File: config.mk
export PLATFORM = sky130hd
export DESIGN_NAME = bsg_ss_downstream_in
export DESIGN_NICKNAME = d
export VERILOG_FILES = /design/src/rtl/bsg_ss_downstream_in.sv
export SDC_FILE = /design/constraint.sdc
export NUM_CORES = 1
export LEC_CHECK = 0
export CAP_MARGIN = 10
export CORE_UTILIZATION = 40
export DETAILED_ROUTE_END_ITERATION = 8
export DONT_BUFFER_PORTS = 1
export HOLD_SLACK_MARGIN = 0.03
export MAX_ROUTING_LAYER = met4
export SLEW_MARGIN = 20
export SYNTH_ARGS = -nofsm -noshare
export SYNTH_HDL_FRONTEND = slang
export SYNTH_SLANG_ARGS = --single-unit
File: constraint.sdc
create_clock -name clk -period 8.73 [get_ports clk]
set_input_delay 0.873 -clock clk [delete_from_list [all_inputs] [get_ports clk]]
set_output_delay 0.873 -clock clk [all_outputs]
set_load 0.1 [all_outputs]
File: src/rtl/bsg_ss_downstream_in.sv
`default_nettype none
// ============================================================================
// Module   : bsg_ss_downstream_in
// Purpose  : Receive endpoint of the BSG source-synchronous link. Pairs two
//            32-bit link cycles into 64-bit words, buffers them in a
//            credit-sized FWFT FIFO, and returns credits on a toggling token.
// Revision : 1.0 - initial release
// ============================================================================
module bsg_ss_downstream_in #(
  parameter  int ELS         = 16,
  parameter  int TOKEN_RATIO = 4,
  localparam int LG_ELS      = $clog2(ELS)
) (
  input  logic              clk,
  input  logic              rst,
  input  logic              ch0_valid_i,
  input  logic [15:0]       ch0_data_i,
  input  logic              ch1_valid_i,
  input  logic [15:0]       ch1_data_i,
  output logic              valid_o,
  output logic [63:0]       data_o,
  input  logic              yumi_i,
  output logic              token_o,
  output logic [LG_ELS:0]   count_o,
  output logic              frame_err_o,
  output logic              overflow_err_o
);

  localparam logic [LG_ELS:0] FULL_COUNT = (LG_ELS+1)'(ELS);

  typedef enum logic [0:0] {
    ST_EMPTY = 1'b0,
    ST_HALF  = 1'b1
  } asm_state_e;

  asm_state_e         state_q, state_d;
  logic [31:0]        lo_q, lo_d;
  logic [LG_ELS-1:0]  wr_ptr_q, wr_ptr_d;
  logic [LG_ELS-1:0]  rd_ptr_q, rd_ptr_d;
  logic [LG_ELS:0]    count_q, count_d;
  logic               token_q, token_d;
  logic               frame_err_q, frame_err_d;
  logic               overflow_err_q, overflow_err_d;
  logic [63:0]        mem_q [ELS];

  logic               both_v;
  logic               one_v;
  logic [31:0]        cw;
  logic               push_req;
  logic               push_ok;
  logic               pop;
  logic               frame_set;
  logic               tick;
  logic [63:0]        push_word;

  assign both_v    = ch0_valid_i & ch1_valid_i;
  assign one_v     = ch0_valid_i ^ ch1_valid_i;
  assign cw        = {ch1_data_i, ch0_data_i};
  assign push_word = {cw, lo_q};

  // Only a non-empty FIFO can be popped; yumi on empty is ignored.
  assign pop     = yumi_i & (count_q != '0);
  // A simultaneous pop frees the slot the push needs, even when full.
  assign push_ok = push_req & ((count_q < FULL_COUNT) | pop);

  // Assembler next state: pairs valid cycles, flags mismatches and gaps.
  always_comb begin
    state_d   = state_q;
    lo_d      = lo_q;
    push_req  = 1'b0;
    frame_set = 1'b0;
    if (one_v) begin
      frame_set = 1'b1;
      state_d   = ST_EMPTY;
    end else if (both_v) begin
      if (state_q == ST_EMPTY) begin
        lo_d    = cw;
        state_d = ST_HALF;
      end else begin
        push_req = 1'b1;
        state_d  = ST_EMPTY;
      end
    end else if (state_q == ST_HALF) begin
      frame_set = 1'b1;
      state_d   = ST_EMPTY;
    end
  end

  // FIFO pointer/occupancy bookkeeping, sticky errors and token line.
  always_comb begin
    wr_ptr_d       = push_ok ? wr_ptr_q + LG_ELS'(1) : wr_ptr_q;
    rd_ptr_d       = pop     ? rd_ptr_q + LG_ELS'(1) : rd_ptr_q;
    count_d        = count_q;
    if (push_ok && !pop) begin
      count_d = count_q + (LG_ELS+1)'(1);
    end else if (!push_ok && pop) begin
      count_d = count_q - (LG_ELS+1)'(1);
    end
    frame_err_d    = frame_err_q | frame_set;
    overflow_err_d = overflow_err_q | (push_req & ~push_ok);
    token_d        = token_q ^ tick;
  end

  generate
    if (TOKEN_RATIO > 1) begin : g_div
      localparam int DIV_W = $clog2(TOKEN_RATIO);
      localparam logic [DIV_W-1:0] DIV_LAST = DIV_W'(TOKEN_RATIO - 1);
      logic [DIV_W-1:0] div_q, div_d;

      assign tick = pop & (div_q == DIV_LAST);

      // Divider advances per pop and clears when it emits a token toggle.
      always_comb begin
        div_d = div_q;
        if (pop) begin
          div_d = tick ? '0 : div_q + DIV_W'(1);
        end
      end

      // Divider register.
      always_ff @(posedge clk or posedge rst) begin
        if (rst) begin
          div_q <= '0;
        end else begin
          div_q <= div_d;
        end
      end
    end else begin : g_nodiv
      assign tick = pop;
    end
  endgenerate

  // Control state: assembler, pointers, count, token and error flags.
  always_ff @(posedge clk or posedge rst) begin
    if (rst) begin
      state_q        <= ST_EMPTY;
      lo_q           <= '0;
      wr_ptr_q       <= '0;
      rd_ptr_q       <= '0;
      count_q        <= '0;
      token_q        <= 1'b0;
      frame_err_q    <= 1'b0;
      overflow_err_q <= 1'b0;
    end else begin
      state_q        <= state_d;
      lo_q           <= lo_d;
      wr_ptr_q       <= wr_ptr_d;
      rd_ptr_q       <= rd_ptr_d;
      count_q        <= count_d;
      token_q        <= token_d;
      frame_err_q    <= frame_err_d;
      overflow_err_q <= overflow_err_d;
    end
  end

  // Storage array; contents are don't-care until count marks them live.
  always_ff @(posedge clk) begin
    if (push_ok) begin
      mem_q[wr_ptr_q] <= push_word;
    end
  end

  assign valid_o        = (count_q != '0);
  assign data_o         = valid_o ? mem_q[rd_ptr_q] : 64'd0;
  assign count_o        = count_q;
  assign token_o        = token_q;
  assign frame_err_o    = frame_err_q;
  assign overflow_err_o = overflow_err_q;

endmodule
`default_nettype wire

; After elaboration in Yosys (flattened, before gate mapping)
; Memory sizes are Yosys's and may differ from the RTL's.
; Cells that the tools add are included.
[word_totals]
ff_bits = 51
ramBits = 1024
output_inout_bits = 73
n_memories = 1
word_cells = 51
[classes]
bitwise = 13
n_mux = 14
n_addsub = 5
magnitude_cmp = 1
reduce_logical = 7
n_eq_ne = 1
[mem_list]
columns = memory, depth, word_bits, rd, rd_ports_with_merged_regs, write_ports, line
row1 = mem_q, 16, 64, 1, 0, 1, 44  ; logic [63:0] mem_q [ELS];
[op_table]
columns = op, n
row1 = 64-bit 2-to-1 mux, 1
row2 = 1-bit 2-to-1 mux, 10
row3 = 5-bit 2-to-1 mux, 2
row4 = "4-bit by 1-bit adder with 4-bit output, second input constant", 2
row5 = "5-bit by 1-bit adder with 5-bit output, second input constant", 1
row6 = 1-bit bitwise AND, 5
row7 = "5-bit < comparator, second input constant", 1
row8 = 5-bit nonzero test, 1
row9 = "5-bit by 1-bit subtractor with 5-bit output, second input constant", 1
row10 = 1-bit NOT, 3
row11 = 1-bit OR, 3
row12 = 3-bit AND reduction, 1
row13 = "2-bit by 1-bit adder with 2-bit output, second input constant", 1
row14 = "2-bit equality test, second input constant", 1
row15 = 1-bit logical AND, 2
row16 = 1-bit zero test, 2
row17 = 2-bit 2-to-1 mux, 1
row18 = 2-bit nonzero test, 1
row19 = 1-bit XOR, 2

; Logic depth before layout (Yosys ltp)
; Gate-level depths: netlist of the first run.
[depth]
word_depth = 8
depth_mapped = 11
mapped_depth_nobuf = 10

; Least setup slack after synthesis of the first run
; OpenSTA, ideal clock, no wires.
[synth_path]
path_type = input to register
start = input port ch0_valid_i
end = memory mem_q[12][0], enable pin
t_arrival_ps = 4470
stages = 6
path_slack_ps = 3773
setup_time_ps = 486
path_buffers = 1
path_cell_list = ha_1 > nand3b_1 > nor2b_1 > buf_2 > nand3_1 > nor2_1
[synth_via]
elab_chain_len = 6
elab_cells_between_ends = 7
classes_between = mux: 4 / bitwise: 3
[synth_lines]
columns = item, line
row1 = start: declaration, 16  ; input logic ch0_valid_i,
row2 = 1-bit bitwise AND, 56  ; assign both_v = ch0_valid_i & ch1_valid_i;
row3 = 1-bit 2-to-1 mux, 75  ; end else if (both_v) begin
row4 = 1-bit 2-to-1 mux (*), 72  ; if (one_v) begin
row5 = 1-bit bitwise AND (*), 64  ; assign push_ok = push_req & ((count_q < FULL_COUNT) | pop);
row6 = 1-bit 2-to-1 mux (*), 158  ; if (push_ok) begin
row7 = 1-bit 2-to-1 mux (implied by the code) (*), 159  ; mem_q[wr_ptr_q] <= push_word;
row8 = end: declaration, 44
; Mark *: on every way between the ends. The rest lies on a longest branch, timed or not.

; Worst setup path after layout of the first run
[layout_path]
start = register count_q[1], in the netlist count_o[1]
end = output port data_o[60]
[layout_via]
elab_chain_len = 2
[layout_lines]
columns = item, line
row1 = start: declaration, 40  ; logic [LG_ELS:0] count_q, count_d;
row2 = start signal: assignment, 149  ; count_q <= count_d;
row3 = 5-bit nonzero test, 163  ; assign valid_o = (count_q != '0);
row4 = named net valid_o, 20  ; output logic valid_o,
row5 = 64-bit 2-to-1 mux, 164  ; assign data_o = valid_o ? mem_q[rd_ptr_q] : 64'd0;
row6 = end: declaration, 21  ; output logic [63:0] data_o,
; The timed path passes the listed nets, and every way through them passes these cells.

==> flow_summary_export.csv, run 1 <==
group,metric,value,unit
status,outcome,"finished clean",
synth,synthArstFlopShare,0.04744,
placement,dpl_cell_area,0.04321,mm2
worst_setup_path,crit_start,"count_o[1]",
detailed_routing,vias,19688,
timing,max-slew-margin-rel,0.2124,
synth,synth-seq-area-share,0.7772,
synth,synth_fp_nets,2079,
clocking,path_clk_slew,60,ps
timing,finalCritPeriodShare,0.6495,
detailed_routing,ant_nets,0,
power,p_leak,15.38,nW
clocking,cts_root_buffer,"clkbuf_16",
placement,place.gp.congestion,0.7421,
floorplan,core-area,0.1019,mm2
detailed_routing,vias_per_cell,5.538,
timing,final-hold-violation-count,0,
clocking,cts_tree,"built",
power,ir_worst_vdd,0.3883,mV
global_route,grt_pass1_vias,20477,
floorplan,num_rows,117,
detailed_routing,finalWirelength,95400,um
worst_setup_path,r2r_cells,10,
timing,rsz0062_at_grt,"no",
final_layout,nets,2142,
floorplan,die_area,0.1043,mm2
worst_setup_path,worstPathCellList,"nor4_4 -> nand2_2 -> nand2b_4 -> buf_4 -> o21ai_2",
worst_setup_path,crit_buf_inv,1,
min_path,hold_path.class,"in -> reg",
final_layout,area_growth,13.27,%
floorplan,ios,110,
global_route,grt_max_degree,121,
worst_setup_path,worst_ep_arrival_time,4800,ps
job,drv_cap,0,
worst_setup_path,timing.rr.start,"count_o[1]",
clocking,post-cts-setup-buffers,0,
floorplan,fp.dieW,323.0,um
synth,avgSynthCellArea,20.31,um2
worst_setup_path,reg2reg_to,"count_o[4]",
synth,ys_warn_count,0,
clocking,h-tree-depth,3,
timing,finalWorstSetupSlack,3059,ps
timing,fin_crit,5671,ps
global_route,grt_pass1_wl,139000,um
final_layout,final_cell_mix,"1024 x edfxtp_1, 258 x mux2i_1, 189 x a22oi_1, 128 x mux4_2, 108 x clkbuf_16",
synth,synth_enable_flop_cells,1024,
worst_setup_path,reg2reg_slack,4610,ps
global_route,grt_use_total,0.1900,
worst_setup_path,cpLargestDelayFamily,"simple AND/OR/NAND/NOR gates",
timing,hold_ws,285.1,ps
clocking,hold_buffers,0,
clocking,clock_sinks,1075,
clocking,post_cts_resize_count,0,
clocking,cts_buffers,107,
synth,synth_top_area_cell,"edfxtp_1",
global_route,gr-total-overflow,0,
detailed_routing,initialDrtViolationCount,1679,
worst_setup_path,crit_fanout,39,
placement,dp_hpwl,52740,um
final_layout,multiInputGateArea,0.008894,mm2
power,p_per_area,369.7,mW/mm2
synth,syn_inst,2029,
timing,finalSetupTns,0,ps
floorplan,die_height,323.0,um
timing,final.setup_skew,35.72,ps
synth,yosysTopAreaCellShare,0.7463,
worst_setup_path,cpPeakStageDelay,850,ps
placement,portBuffers,0,
worst_setup_path,required,7860,ps
synth,synth.area.top_cells,"edfxtp_1 75%, mux4_2 7.0%, mux2i_1 6.3%",
power,p_total,17.26,mW
final_layout,layout_commonest_cell,"edfxtp_1",
final_layout,final_area,0.04667,mm2
final_layout,fillers,8583,
timing,final_max_slew_viol_count,0,
worst_setup_path,path_depth,5,
timing,worstMarginPinSlew,1181,ps
timing,setup_viol,0,
placement,place_ws,3678,ps
detailed_routing,drcViolationCount,0,
synth,synthFlopType,"edfxtp_1",
synth,synth_area,0.04120,mm2
detailed_routing,drtPass1Iterations,5,
worst_setup_path,start_kind,"flop",
timing,fmax,176.4,MHz
final_layout,layout-drive-gt1-share,0.2187,
final_layout,seqCellArea,0.03204,mm2
detailed_routing,wl_per_cell,26.84,um
worst_setup_path,crit_end,"data_o[60]",
worst_setup_path,cp-end-kind,"output port",
synth,yosysUniqueCellTypes,41,
clocking,cts_buffer_depth,3,
worst_setup_path,slowest_stage,"buf_4",
floorplan,initial_core_util,0.4044,
synth,synth_seq_cells,1075,
clocking,worst_skew_pair.late_latency,690,ps
global_route,antenna_found_initial,3,
worst_setup_path,crit_type,"reg -> out",
[synthesized netlist by cell type, types with 2 or more instances]
library cell / number
edfxtp_1: 1024
mux2i_1: 258
a22oi_1: 189
mux4_2: 128
nand2_1: 73
buf_2: 71
o21ai_1: 63
dfrtp_1: 51
mux2_2: 35
clkbuf_1: 20
and2_1: 13
ha_1: 12
buf_4: 11
inv_1: 10
nor2_1: 9
xnor2_1: 9
buf_6: 8
o21ai_0: 6
nand3_1: 5
nor2b_1: 4
nand2b_1: 3
nand4_1: 3
a21oi_2: 2
and3b_1: 2
nand2_2: 2
nand3b_1: 2
nor3_1: 2
[through the flow]
stage / instances / utilization
finish: 3555 / 0.4581
global route: 3555 / 0.4581
CTS: 3554 / 0.4580
detailed placement: 3351 / 0.4241
global placement: 3350 / 0.4237
floorplan: 2029 / -
[kinds of logic (layout without fill, tap and decap cells)]
logic type                 count (synthesis)  in the layout  share of synthesized area
DFF                                     1075           1075                     0.7772
muxes                                    421            421                     0.1422
AOI/OAI and AO/OA                        267            267                    0.04461
and+or+nand+nor                          122            122                    0.01406
buffers and inverters                    121            278                    0.01564
adders and majority gates                 13             13                   0.004130
xor gates and xnor gates                  10             10                   0.002126
other                                      0              1                          0
[worst min-delay path by stage]
stage	from	to	slack (ps)	cells past startpoint
after detailed placement	g_div.div_q[1]	g_div.div_q[1]	510	1
after CTS	ch1_data_i[13]	mem_q[4][61]	250	0
final	ch1_data_i[13]	mem_q[4][61]	290	0
after global placement	g_div.div_q[1]	g_div.div_q[1]	490	1
after global routing	ch1_data_i[13]	mem_q[4][61]	260	0
after floorplan	g_div.div_q[1]	g_div.div_q[1]	480	1
[flip-flops by register name, indices dropped and copies added, names as in the netlist]
register / flops
count_o: 5
g_div.div_q: 2
mem_q: 1024
frame_err_o: 1
state_q: 1
token_o: 1
lo_q: 32
rd_ptr_q: 4
wr_ptr_q: 4
overflow_err_o: 1
[cell type report]
type | count | share of cell area
clock buffer | 128 | 0.06016
antenna | 1 | 0.00005362
sequential | 1075 | 0.6864
inverter | 11 | 0.0008847
tap | 1368 | 0.03667
clock inverter | 75 | 0.01397
multi-input combinational | 833 | 0.1906
timing repair buffer | 64 | 0.01126
[power breakdown]
group          internal (mW)  switching (mW)  total (mW)  leakage, nW
Sequential              5.90           0.496        6.40         9.81
Combinational           1.69            4.67        6.36         3.87
Clock                   2.57            1.94        4.50         1.69
[metal layers]
metal  wire length, um  GRT usage  vias up
li1                  -          -     8475
met1             39190     0.2418    10490
met2             48700     0.3149      586
met3              5166    0.02955      137
met4              2339    0.05624        0
met5                 0          -        -
Power figures use the tool's default switching activity.
==> run 2: changes to the inputs <==
Clock period 8.73 ns to 4.9 ns, I/O delays scaled along.
==> flow_summary_export.csv, run 2 (synthesis results as in run 1) <==
group,metric,value,unit
min_path,hold_path.class,"in -> reg",
clocking,cts_tree,"built",
placement,dp_hpwl,54940,um
timing,final.setup_skew,31.13,ps
worst_setup_path,worstPathCellList,"buf_4 -> nor4_4 -> nand2_2 -> nand2b_4 -> buf_12 -> o21ai_2 -> buf_4",
detailed_routing,vias_per_cell,5.469,
final_layout,area_growth,14.87,%
clocking,clock_sinks,1075,
global_route,grt_pass1_vias,20522,
final_layout,layout_commonest_cell,"edfxtp_1",
global_route,grt_use_total,0.1894,
power,p_leak,15.71,nW
detailed_routing,wl_per_cell,26.12,um
global_route,gr-total-overflow,0,
timing,final-hold-violation-count,0,
placement,place.gp.congestion,0.7641,
timing,finalCritPeriodShare,0.8865,
detailed_routing,vias,19896,
power,ir_worst_vdd,0.9828,mV
floorplan,num_rows,117,
clocking,post-cts-setup-buffers,0,
detailed_routing,ant_nets,0,
final_layout,largest_reg_flops,1024,
final_layout,layout.cells.non_filler,3638,
worst_setup_path,slowest_stage,"nand2b_4",
timing,rsz0062_at_grt,"no",
final_layout,layout-drive-gt1-share,0.2305,
worst_setup_path,required,4410,ps
detailed_routing,finalWirelength,95010,um
job,drv_cap,0,
power,p_per_area,655.5,mW/mm2
clocking,cts_root_buffer,"clkbuf_16",
timing,final_max_slew_viol_count,0,
final_layout,fillers,8508,
placement,place_ws,1121,ps
global_route,grt_pass1_wl,139000,um
floorplan,core-area,0.1019,mm2
detailed_routing,drcViolationCount,0,
final_layout,nets,2226,
worst_setup_path,crit_buf_inv,3,
global_route,grt_max_degree,68,
clocking,worst_skew_pair.late_latency,680,ps
floorplan,die_height,323.0,um
detailed_routing,drtPass1Iterations,5,
timing,finalWorstSetupSlack,555.9,ps
floorplan,ios,110,
worst_setup_path,crit_top_cell,"buf_4",
timing,fmax,230.2,MHz
floorplan,fp.dieW,323.0,um
final_layout,final_cell_mix,"1024 x edfxtp_1, 258 x mux2i_1, 189 x a22oi_1, 128 x mux4_2, 108 x clkbuf_16",
floorplan,initial_core_util,0.4044,
clocking,cts_buffer_depth,3,
timing,worstMarginPinSlew,1090,ps
worst_setup_path,cp-end-kind,"output port",
timing,setup_viol,0,
timing,max-slew-margin-rel,0.2736,
worst_setup_path,cpPeakStageDelay,850,ps
floorplan,die_area,0.1043,mm2
worst_setup_path,worst_ep_arrival_time,3850,ps
worst_setup_path,crit_fanout,30,
timing,fin_crit,4344,ps
status,outcome,"finished clean",
timing,finalSetupTns,0,ps
clocking,path_clk_slew,60,ps
placement,place_inst,3403,
worst_setup_path,crit_type,"reg -> out",
detailed_routing,initialDrtViolationCount,1810,
placement,portBuffers,0,
clocking,cts_buffers,105,
worst_setup_path,start_kind,"flop",
worst_setup_path,cpLargestDelayFamily,"simple AND/OR/NAND/NOR gates",
clocking,h-tree-depth,3,
global_route,antenna_found_initial,8,
final_layout,top_register,"mem_q",
==> run 2: report_power, final <==
group	switching (mW)	leakage, nW	internal [mW]
registers	0.735	9.81	10.5
clock network	3.37	1.60	4.31
logic	8.62	4.30	3.47
==> run 2: final timing paths <==
check	cells past startpoint	slack, ps	to	from
min in group asynchronous	3	490	token_o	rst
setup reg to reg	11	1150	count_o[4]	count_o[2]
setup / recovery	7	560	data_o[63]	count_o[2]
max in group asynchronous	3	3800	rd_ptr_q[1]	rst
hold reg to reg	1	510	g_div.div_q[1]	g_div.div_q[1]
hold / removal	2	120	frame_err_o	ch1_valid_i
==> run 2: layout make-up <==
| type | instances | area (um2) | share of cell area |
|---|---|---|---|
| Antenna cell | 5 | 12.51 | 0.0002643 |
| Clock buffer | 132 | 2833 | 0.05985 |
| Clock inverter | 64 | 449.2 | 0.009490 |
| Inverter | 11 | 41.29 | 0.0008723 |
| Multi-Input combinational cell | 833 | 8886 | 0.1877 |
| Sequential cell | 1075 | 32040 | 0.6769 |
| Tap cell | 1368 | 1712 | 0.03616 |
| Timing Repair Buffer | 150 | 1361 | 0.02876 |
==> run 2: layer usage <==
| metal | GRT usage | routed length (um) |
|---|---|---|
| met3 | 0.02999 | 5094 |
| met2 | 0.3046 | 47280 |
| met1 | 0.2467 | 39990 |
| met4 | 0.06214 | 2643 |
| met5 | - | 0 |
==> run 2: per-stage QoR <==
step | hold WS [ps] | utilization | power (mW) | cell area, um2
after floorplan | 483.5 | - | 20.10 | 41200
after global placement | 495.7 | 0.4289 | 23.52 | 43700
after detailed placement | 504.5 | 0.4289 | 23.60 | 43700
after CTS | 66.81 | 0.4644 | 31.34 | 47320
after global routing | 106.5 | 0.4645 | 32.15 | 47330
final | 120.0 | 0.4645 | 31.03 | 47330
==> run 2: repair_timing <==
item                                   4_1_cts  5_1_grt
endpoints found under the hold margin      599        0
hold buffers                                34        0
resized for setup                            0        0
